`src/rtl/gba_bus_pkg.sv`:
```
// rtl/gba_bus_pkg.sv - shared types and helpers for the GBA system-bus arbiter
package gba_bus_pkg;

  localparam int NUM_DMA_CH = 4;

  typedef enum logic [1:0] {
    CPU_OWN  = 2'd0,
    HANDOFF  = 2'd1,
    DMA_XFER = 2'd2,
    RETURN   = 2'd3
  } arb_state_t;

  typedef logic [1:0] dma_ch_t;

  typedef struct packed {
    logic [31:0] addr;
    logic [31:0] wdata;
    logic [1:0]  size;
    logic        write;
  } bus_req_t;

  function automatic logic [NUM_DMA_CH-1:0] ch_onehot(input dma_ch_t ch);
    return 4'b0001 << ch;
  endfunction

endpackage

```
`src/rtl/gba_bus_arbiter_prio_enc.sv`:
```
// rtl/gba_bus_arbiter_prio_enc.sv - lowest-index-wins DMA request encoder with exclude mask
module dma_prio_enc
  import gba_bus_pkg::*;
(
  input  logic [NUM_DMA_CH-1:0] req_i,
  input  logic [NUM_DMA_CH-1:0] excl_i,
  output logic                  valid_o,
  output dma_ch_t               ch_o
);

  logic [NUM_DMA_CH-1:0] masked;

  assign masked  = req_i & ~excl_i;
  assign valid_o = |masked;

  // Scan from the top so the lowest set index is written last and wins.
  always_comb begin
    ch_o = '0;
    for (int i = NUM_DMA_CH - 1; i >= 0; i--) begin
      if (masked[i]) ch_o = dma_ch_t'(i);
    end
  end

endmodule

```
`src/rtl/gba_bus_arbiter.sv`:
```
// rtl/gba_bus_arbiter.sv - fixed-priority owner of the shared bus between the CPU and four DMA channels
module gba_bus_arbiter
  import gba_bus_pkg::*;
#(
  parameter int unsigned HANDOFF_CYCLES = 2,
  parameter int unsigned RETURN_CYCLES  = 2,
  parameter int unsigned PREEMPT        = 1,
  parameter int unsigned CPU_SLOT       = 0
) (
  input  logic                        clk,
  input  logic                        rst_b,
  input  logic [31:0]                 cpu_addr,
  input  logic [31:0]                 cpu_wdata,
  input  logic [1:0]                  cpu_size,
  input  logic                        cpu_write,
  input  logic                        cpu_lock,
  input  logic [NUM_DMA_CH-1:0]       dma_req,
  input  logic [NUM_DMA_CH-1:0]       dma_last,
  input  logic [NUM_DMA_CH-1:0][31:0] dma_addr,
  input  logic [NUM_DMA_CH-1:0][31:0] dma_wdata,
  input  logic [NUM_DMA_CH-1:0][1:0]  dma_size,
  input  logic [NUM_DMA_CH-1:0]       dma_write,
  input  logic                        bus_pause,
  output logic [31:0]                 bus_addr,
  output logic [31:0]                 bus_wdata,
  output logic [1:0]                  bus_size,
  output logic                        bus_write,
  output logic                        bus_valid,
  output logic [NUM_DMA_CH-1:0]       dma_grant,
  output logic                        cpu_stall,
  output logic                        dma_active,
  output logic [15:0]                 dma_beats
);

  localparam logic [7:0]  HCNT_INIT = 8'(HANDOFF_CYCLES - 1);
  localparam logic [7:0]  RCNT_INIT = 8'(RETURN_CYCLES - 1);
  localparam logic [15:0] SLOT_LEN  = 16'(CPU_SLOT);

  arb_state_t            state_q, state_d;
  dma_ch_t               ch_q, ch_d;
  logic [7:0]            cnt_q, cnt_d;
  logic [15:0]           beats_q, beats_d;
  logic [NUM_DMA_CH-1:0] grant_q, grant_d;

  logic                  any_valid, rel_valid;
  dma_ch_t               any_ch, rel_ch;
  logic [NUM_DMA_CH-1:0] higher_mask;
  logic [15:0]           beat_inc;
  bus_req_t              sel;

  dma_prio_enc u_enc_any (
    .req_i   (dma_req),
    .excl_i  ('0),
    .valid_o (any_valid),
    .ch_o    (any_ch)
  );

  // Release arbitration: the channel finishing this beat cannot re-win it.
  dma_prio_enc u_enc_rel (
    .req_i   (dma_req),
    .excl_i  (ch_onehot(ch_q)),
    .valid_o (rel_valid),
    .ch_o    (rel_ch)
  );

  assign higher_mask = ch_onehot(ch_q) - 4'd1;
  assign beat_inc    = (beats_q == 16'hFFFF) ? beats_q : beats_q + 16'd1;

  always_comb begin
    state_d = state_q;
    ch_d    = ch_q;
    cnt_d   = cnt_q;
    beats_d = beats_q;
    case (state_q)
      CPU_OWN: begin
        if (!bus_pause && !cpu_lock && any_valid) begin
          state_d = HANDOFF;
          ch_d    = any_ch;
          cnt_d   = HCNT_INIT;
        end
      end
      HANDOFF: begin
        if (cnt_q != 8'd0) begin
          cnt_d = cnt_q - 8'd1;
        end else if (!bus_pause) begin
          if (any_valid) begin
            state_d = DMA_XFER;
            ch_d    = any_ch;
          end else begin
            state_d = RETURN;
            cnt_d   = RCNT_INIT;
          end
        end
      end
      DMA_XFER: begin
        if (!bus_pause) begin
          beats_d = beat_inc;
          if (dma_last[ch_q] || !dma_req[ch_q]) begin
            if (rel_valid) begin
              ch_d = rel_ch;
            end else begin
              state_d = RETURN;
              cnt_d   = RCNT_INIT;
            end
          end else if ((PREEMPT != 0) && |(dma_req & higher_mask)) begin
            ch_d = any_ch;
          end else if ((CPU_SLOT != 0) && (beat_inc == SLOT_LEN)) begin
            state_d = RETURN;
            cnt_d   = RCNT_INIT;
          end
        end
      end
      RETURN: begin
        if (cnt_q != 8'd0) begin
          cnt_d = cnt_q - 8'd1;
        end else begin
          state_d = CPU_OWN;
          beats_d = '0;
        end
      end
      default: state_d = CPU_OWN;
    endcase
    grant_d = (state_d == DMA_XFER) ? ch_onehot(ch_d) : '0;
  end

  always_ff @(posedge clk or negedge rst_b) begin
    if (!rst_b) begin
      state_q <= CPU_OWN;
      ch_q    <= '0;
      cnt_q   <= '0;
      beats_q <= '0;
      grant_q <= '0;
    end else begin
      state_q <= state_d;
      ch_q    <= ch_d;
      cnt_q   <= cnt_d;
      beats_q <= beats_d;
      grant_q <= grant_d;
    end
  end

  always_comb begin
    sel = '{addr: cpu_addr, wdata: cpu_wdata, size: cpu_size, write: cpu_write};
    if (state_q == DMA_XFER) begin
      sel = '{addr: dma_addr[ch_q], wdata: dma_wdata[ch_q],
              size: dma_size[ch_q], write: dma_write[ch_q]};
    end
  end

  assign bus_valid  = (state_q == CPU_OWN) || (state_q == DMA_XFER);
  assign bus_addr   = sel.addr;
  assign bus_wdata  = sel.wdata;
  assign bus_size   = sel.size;
  assign bus_write  = bus_valid & sel.write;
  assign dma_grant  = grant_q;
  assign cpu_stall  = (state_q != CPU_OWN);
  assign dma_active = (state_q != CPU_OWN);
  assign dma_beats  = beats_q;

endmodule

```
`config.mk`:
```
export PLATFORM = sky130hd
export DESIGN_NAME = gba_bus_arbiter
export DESIGN_NICKNAME = d
export VERILOG_FILES = /design/src/rtl/gba_bus_pkg.sv /design/src/rtl/gba_bus_arbiter_prio_enc.sv /design/src/rtl/gba_bus_arbiter.sv
export SDC_FILE = /design/constraint.sdc
export NUM_CORES = 1
export LEC_CHECK = 0
export CORE_AREA = 4 4 167 169
export CTS_CLUSTER_DIAMETER = 200
export DETAILED_ROUTE_END_ITERATION = 10
export DIE_AREA = 0 0 171 173
export PLACE_DENSITY = 0.47
export SYNTH_ARGS = -nofsm -noshare
export SYNTH_HDL_FRONTEND = slang
export SYNTH_SLANG_ARGS = --single-unit
```
`constraint.sdc`:
```
create_clock -name clk -period 2.7 [get_ports clk]
set_input_delay 0.27 -clock clk [delete_from_list [all_inputs] [get_ports clk]]
set_output_delay 0.27 -clock clk [all_outputs]
set_load 0.05 [all_outputs]
```
Word level (Yosys, flattened, before mapping). Index checks and enable logic that the tools add are counted.

Register bits: 32. Input port bits: 347. Output and inout bits: 90. Logic and storage cells: 98.

Add/sub/neg operators: 3. $lt $le $gt $ge: 1. Equal/unequal tests: 14. Shift-type cells: 2. Mux-type cells: 53. Bitwise gates (word level): 4. Reductions and logical operators: 16.

Operator list (count): 32-bit binary-select mux with 2-bit select (2); 67-bit 2-to-1 mux (1); 32-bit 2-to-1 mux (2); 8-bit 2-to-1 mux (8); 16-bit 2-to-1 mux (3); 2-bit 2-to-1 mux (24); 16-bit one-hot mux with 2 select lines (1); 8-bit one-hot mux with 4 select lines (1); 16-bit by 1-bit adder with 16-bit output, second input constant (1); 16-bit equality test, second input constant (1); 2-bit inequality test, second input constant (7); 4-bit OR reduction (3); 4-bit bitwise AND (2); 2-bit one-hot mux with 4 select lines (1); 8-bit nonzero test (1); 1-bit by 2-bit << shifter with 4-bit output, first input constant (2); 8-bit by 1-bit subtractor with 8-bit output, second input constant (1); 7-bit AND reduction (1); 1-bit binary-select mux with 2-bit select (3); 2-bit equality test, second input constant (3); 3-bit inequality test, second input constant (2); 2-bit one-hot mux with 3 select lines (1); 2-bit binary-select mux with 2-bit select (1); 1-bit 2-to-1 mux (4); other kinds (12) (17).

Longest topological paths before layout. Gate-level depths: netlist (run 1).

Depth after elaboration: 13. Gate-level depth with buffers: 8. Depth with buffers taken out: 8.

By module. A second synthesis (run 1) with hierarchy kept.

Cell total of the unflattened synthesis: 433. Area total of the unflattened synthesis: 4749.6 um^2.

By module, submodules not included: gba_bus_arbiter (instances 1, cells an instance 411, area each 4564.4 um^2, seq. area each 800.8 um^2); dma_prio_enc (instances 2, cells an instance 11, area each 92.6 um^2, seq. area each 0.0 um^2).

Worst setup path before layout (run 1). OpenSTA, ideal clock, no wires.

Path type: register -> output. From: register ch_q[1]. To: output bus_write. Arrival time: 2.236 ns. Data required time: 2.430 ns. Slack: 0.194 ns. Stages on the path, launching flop included: 7. Path buffers: 3. Cell sequence: dfrtp_1 > clkbuf_1 > buf_2 > buf_1 > mux4_2 > mux2i_1 > nor2_1.

Cells in the longest elaborated chain, start to end: 4.

RTL lines: start, declared (RTL line gba_bus_arbiter.sv:40) `dma_ch_t ch_q, ch_d;`; start signal, assigned (RTL line gba_bus_arbiter.sv:135) `ch_q <= ch_d;`; 1-bit binary-select mux with 2-bit select (RTL line gba_bus_arbiter.sv:146) `size: dma_size[ch_q], write: dma_write[ch_q]};`; 1-bit 2-to-1 mux (implied by the code) (RTL line gba_bus_arbiter.sv:146); 67-bit 2-to-1 mux (RTL line gba_bus_arbiter.sv:144) `if (state_q == DMA_XFER) begin`; 1-bit bitwise AND (RTL line gba_bus_arbiter.sv:154) `assign bus_write = bus_valid & sel.write;`; end, declared (RTL line gba_bus_arbiter.sv:27) `output logic bus_write,`.

No other way between the ends. The select of a mux whose other input is x is not followed.

Worst setup path in the final report (run 1).
From: register ch_q[0]. To: output bus_wdata[31].

Cells in the longest elaborated chain, start to end: 3.

RTL lines: 32-bit binary-select mux with 2-bit select (RTL line gba_bus_arbiter.sv:145) `sel = '{addr: dma_addr[ch_q], wdata: dma_wdata[ch_q],`; 32-bit 2-to-1 mux (implied by the code) (RTL line gba_bus_arbiter.sv:145); 67-bit 2-to-1 mux (RTL line gba_bus_arbiter.sv:144); end, declared (RTL line gba_bus_arbiter.sv:25) `output logic [31:0] bus_wdata,`.

No other way between the ends. The select of a mux whose other input is x is not followed.

==> results of run 1 <==
worst max-delay path, stage by stage, from the launching register on:
cell and delay [ns]:
dfrtp_4 0.53, buf_12 0.27, mux4_2 0.57, mux2_2 0.31, buf_4 0.20
logic make-up after synthesis:
family	Yosys count	synth area share, %
flops	32	17.85
buf+inv	45	3.988
simple gates	115	14.33
fa+ha+maj	2	0.5576
mux	140	52.09
compound gates	70	11.18
per-layer routing:
layer | vias to the layer above | part of all wire [%] | wire length (um) | GRT usage (%)
met5 | - | 0.37 | 110 | 0
met4 | 16 | 1.3 | 384 | 1.849
met3 | 27 | 11 | 3278 | 8.459
met2 | 262 | 50 | 14850 | 33.72
met1 | 2558 | 37 | 10800 | 20.96
li1 | 2518 | - | - | -
through the flow:
stage	instances	total power, uW	instance area, sq um	hold slack (ns)
floorplan	404	5213	4487	-0.02559
global placement	1168	7472	9179	0.5354
detailed placement	1168	7473	9179	0.5427
CTS	1176	8155	9343	0.4268
global route	1179	8530	9350	0.4573
finish	1186	8040	9368	0.4044
final cells by class:
cell class / instances / area (sq um) / share of cell area, %
sequential: 32 / 808.3 / 8.628
tap: 341 / 426.7 / 4.555
timing repair buffer: 456 / 4384 / 46.80
clock buffer: 6 / 128.9 / 1.376
inverter: 12 / 45.04 / 0.4808
antenna: 10 / 25.02 / 0.2671
clock inverter: 2 / 35.03 / 0.3740
multi-input combinational: 327 / 3515 / 37.52
power groups by stage:
| stage | clock [uW] | combinational [uW] | sequential (uW) |
|---|---|---|---|
| 2_1_floorplan | 0 | 3840 | 1370 |
| 3_3_place_gp | 0 | 6380 | 1090 |
| 3_5_place_dp | 0 | 6380 | 1090 |
| 4_1_cts | 661 | 6410 | 1080 |
| 5_1_grt | 686 | 6710 | 1130 |
| 6_report | 643 | 6320 | 1070 |
cells in the mapped netlist, types with 8 or more instances:
library cell,number
dfrtp_1,32
nor2_1,16
nand4_1,10
clkbuf_1,19
a21oi_1,12
nand2_1,25
mux4_2,68
buf_1,8
inv_1,10
nand2b_1,11
mux2_2,68
o21ai_0,18
nand3_1,8
nor2b_1,8
registers in the layout, indices dropped and copies added, names as in the netlist:
register,cells
ch_q,2
cnt_q,8
dma_beats,16
dma_grant,4
state_q,2
final timing paths:
| path | slack [ns] | from | end |
|---|---|---|---|
| min in group clk | 0.54 | dma_beats[1]$_DFFE_PN0P_ | dma_beats[1]$_DFFE_PN0P_ |
| worst max register to register | 0.43 | cnt_q[3]$_DFFE_PN0P_ | dma_grant[0]$_DFF_PN0_ |
| worst max-delay path | 0.22 | ch_q[0]$_DFF_PN0_ | bus_wdata[31] |
| worst min register to register | 0.54 | dma_beats[1]$_DFFE_PN0P_ | dma_beats[1]$_DFFE_PN0P_ |
| worst min-delay path | 0.40 | rst_b | dma_beats[8]$_DFFE_PN0P_ |
| max in group asynchronous | 1.93 | rst_b | ch_q[0]$_DFF_PN0_ |
==> summary.txt, run 1 <==
Power Density - 858.3 mW/mm^2
Total CTS buffers - 5
Worst-skew pair later-pin latency - 0.28 ns
Slew Limit Fails - 0
Nets - 1183
Worst setup SP type - flop
Status - completed
Pleak - 0.003412 uW
Reg2reg path depth - 6
Initial DRC Count - 198
Number of synthesized register bits - 32
Setup crit end kind - output port
Synth Net Count - 753
Period utilization - 91.71%
Place WS - 0.1504 ns
Filler cells - 2692
Post-layout util - 35.25%
Num Clock Sinks - 32
Final min period - 2.476 ns
Vias post-DR - 5381
# DRC - 0
Cts hold-fix bufs - 0
Clock transition at path regs - 0.06 ns
DP HPWL - 25560 um
CP Class - reg2out
Synthesized area per cell - 11.11 sq um
Synth cell types - 57
Max-slew headroom - 58.92%
Hold Vio Cnt, Final - 0
Critical-path maximum fanout - 30
First-pass GRT wire length - 40830 um
Vias/cell - 4.537
Top FF cell, synth - dfrtp_1
RSZ-0062 raised after global routing - no
Die ar. - 0.02958 sq mm
Req. time, crit path - 2.43 ns
HP Class - in2async
Largest net degree at the start of global routing - 59
Clock power frac - 8.0%
Io pins - 437
CTS tree - done
Async S/R FF share, synth - 100.0%
Initial Util - 16.88%
PnR worst setup slack - 0.2239 ns
Synth top area share - 34.13%
Sequential fraction of the synthesis area - 17.85%
RD Place Congestion - 0.8456
Layout cells sized above 1 - 29.46%
P_sw - 4114 uW
Global route overflow - 0
Main area contributors after synthesis - mux4_2, dfrtp_1, mux2_2
MaxCap Viol Count - 0
Die Ht - 173 um
Switching share of total power - 51.17%
Num rows - 60
Layout Skew - 0.007844 ns
Post-synth EDFFs - 0
Synth-to-Final Area Change - 108.8%
Placeable core area - 0.02658 sq mm
Syn Inst Count - 404
Drt wl/cell - 24.80 um
Worst VDD drop - 562.3 uV
CTS Root Cell - clkbuf_16
CP Data Arrival Time - 2.21 ns
Detail Route Antenna Nets - 0
Post_cts resized - 0
Largest area contributor in the netlist - mux4_2
Die span in x - 171 um
Max clock buf depth - 2
Worst slew pin tran - 0.6143 ns
Router iterations before antenna repair - 4
Commonest non-fill, non-tap cell in the layout - clkdlybuf4s50_1
Commonest cells after routing, fill and taps aside - clkdlybuf4s50_1, buf_4, mux4_2, mux2_2, dfrtp_1
Routed WL - 29420 um
Overall Global Routing Usage - 18.72%
# Post-CTS Setup Buffers - 0
Synthesized cell area - 0.004487 sq mm
IO Port Bufs - 436
# setup viols final - 0
Fmax - 403.9 MHz
Yosys warns - 0
Internal power - 3926 uW
Logic gate share of total power - 78.7%
Initial antenna violation count - 20
Vias in the first global route - 5822
Setup TNS - 0 ns
H-tree Lvls - 2
Sequential power share - 13.3%
Note: power is estimated with default switching activity, not from simulation.
==> inputs of run 2 (changes only) <==
--- a/config.mk
+++ b/config.mk
@@ -5,11 +5,11 @@
 export SDC_FILE = /design/constraint.sdc
 export NUM_CORES = 1
 export LEC_CHECK = 0
-export CORE_AREA = 4 4 167 169
+export CORE_AREA = 2 2 170 172
 export CTS_CLUSTER_DIAMETER = 200
 export DETAILED_ROUTE_END_ITERATION = 10
-export DIE_AREA = 0 0 171 173
-export PLACE_DENSITY = 0.47
+export DIE_AREA = 0 0 172 174
+export PLACE_DENSITY = 0.52
 export SYNTH_ARGS = -nofsm -noshare
 export SYNTH_HDL_FRONTEND = slang
 export SYNTH_SLANG_ARGS = --single-unit
==> run 2 against run 1 <==
Compared with the run above:
- combinational power rose by 1%
- die area grew 1.2%
- sequential power grew 4%
- wire length decreased by 3.5%
- critical path type unchanged
- clock-buffer cell count rose by 1
- critical endpoint is now bus_wdata[15]
==> summary.txt, run 2 (synthesized netlist as in run 1, its figures left out) <==
Worst VDD drop - 721.9 uV
CP Data Arrival Time - 2.28 ns
MaxCap Viol Count - 0
Num rows - 62
Req. time, crit path - 2.43 ns
Power Density - 847.2 mW/mm^2
Logic gate share of total power - 79.6%
Switching share of total power - 51.07%
Global route overflow - 0
Hold slack - 0.4107 ns
Routed WL - 28380 um
RSZ-0062 raised after global routing - no
HP Class - in2async
IO Port Bufs - 436
CP Class - reg2out
Placeable core area - 0.02824 sq mm
Nets - 1194
Setup crit end kind - output port
Hold Vio Cnt, Final - 0
Clock power frac - 6.7%
Critical-path maximum fanout - 21
Synth-to-Final Area Change - 112.0%
Max clock buf depth - 2
Placed cell area - 0.009353 sq mm
Layout cells sized above 1 - 30.26%
Vias in the first global route - 5701
Commonest cells after routing, fill and taps aside - clkdlybuf4s50_1, buf_4, mux4_2, mux2_2, dfrtp_1
# DRC - 0
Layout Skew - 0.003018 ns
Worst-skew pair later-pin latency - 0.27 ns
Num Clock Sinks - 32
Setup TNS - 0 ns
Post_cts resized - 0
Design area - 0.009510 sq mm
Initial antenna violation count - 23
Cts hold-fix bufs - 0
H-tree Lvls - 2
Slew Limit Fails - 0
Filler cells - 2928
Final min period - 2.551 ns
Post-Layout Cell Count - 1238
Internal power - 3942 uW
Io pins - 437
Die span in x - 172 um
Largest net degree at the start of global routing - 33
Inst Count DP - 1222
Vias/cell - 4.476
RD Place Congestion - 0.9056
Detail Route Antenna Nets - 0
Fmax - 392.0 MHz
First-pass GRT wire length - 38620 um
# Post-CTS Setup Buffers - 0
Drt wl/cell - 22.92 um
Router iterations before antenna repair - 5
Overall Global Routing Usage - 17.87%
# setup viols final - 0
Worst slew pin tran - 0.6416 ns
P_sw - 4115 uW
Vias post-DR - 5541
CTS Root Cell - clkbuf_16
DP HPWL - 24690 um
Max reg flops - 16
Initial Util - 15.89%
Pleak - 0.003466 uW
Initial DRC Count - 205
Worst setup SP type - flop
Status - completed
CTS tree - done
Period utilization - 94.49%
Die Ht - 174 um
Clock transition at path regs - 0.05 ns
Total CTS buffers - 5
Die ar. - 0.02993 sq mm
Sequential power share - 13.7%
Max-slew headroom - 57.10%
Commonest non-fill, non-tap cell in the layout - clkdlybuf4s50_1
-- run 2: cell types whose count changed in the layout (fill, tap and decap cells not counted), sizes merged --
cell    previous run  this run
buf               87        98
bufinv             1         0
clkbuf             6         7
diode             10         8
-- run 2: layer usage --
layer | vias to the layer above | part of all wire (%) | GRT usage (%)
met4 | 20 | 1.9 | 3.782
met2 | 277 | 49 | 30.81
met3 | 41 | 10 | 6.580
met5 | - | 0.43 | 0
met1 | 2673 | 39 | 21.14
li1 | 2530 | - | -
-- run 2: critical path, stage by stage (launching register included) --
cell and delay, ns:
dfrtp_1 0.59, nor2b_4 0.58, buf_12 0.25, mux2_2 0.37
buf_4 0.19
-- run 2: stage by stage --
step | utilization, % | setup slack, ns | total power, uW
finish | 33.68 | 0.1489 | 8057
global route | 33.64 | 0.04138 | 8522
CTS | 33.61 | 0.09557 | 8142
detailed placement | 33.12 | 0.1479 | 7559
global placement | 33.12 | 0.1734 | 7567
floorplan | - | 0.1938 | 5213
-- run 2: area by class of cell --
class,count,area (sq um),area share [%]
clock inverter,1,5.005,0.05262
clock buffer,7,132.6,1.395
tap,384,480.5,5.052
antenna,8,20.02,0.2105
sequential,32,808.3,8.499
timing repair buffer,467,4504,47.36
multi-input combinational,327,3515,36.96
inverter,12,45.04,0.4736
-- run 2: final timing paths --
kind,depth (start not counted),endpoint,startpoint,slack [ns]
hold / removal,2,dma_beats[8]$_DFFE_PN0P_,rst_b,0.41
max in group asynchronous,2,ch_q[0]$_DFF_PN0_,rst_b,1.93
setup / recovery,4,bus_wdata[15],state_q[0]$_DFF_PN0_,0.15
setup reg to reg,6,dma_grant[0]$_DFF_PN0_,cnt_q[3]$_DFFE_PN0P_,0.44
min in group clk,2,dma_beats[1]$_DFFE_PN0P_,dma_beats[1]$_DFFE_PN0P_,0.54
hold reg to reg,2,dma_beats[1]$_DFFE_PN0P_,dma_beats[1]$_DFFE_PN0P_,0.54
-- run 2: power groups by stage --
stage	clock [uW]	combinational, uW	sequential, uW
2_1_floorplan	0	3840	1370
3_3_place_gp	0	6460	1110
3_5_place_dp	0	6450	1110
4_1_cts	556	6480	1110
5_1_grt	585	6780	1160
6_report	541	6410	1110
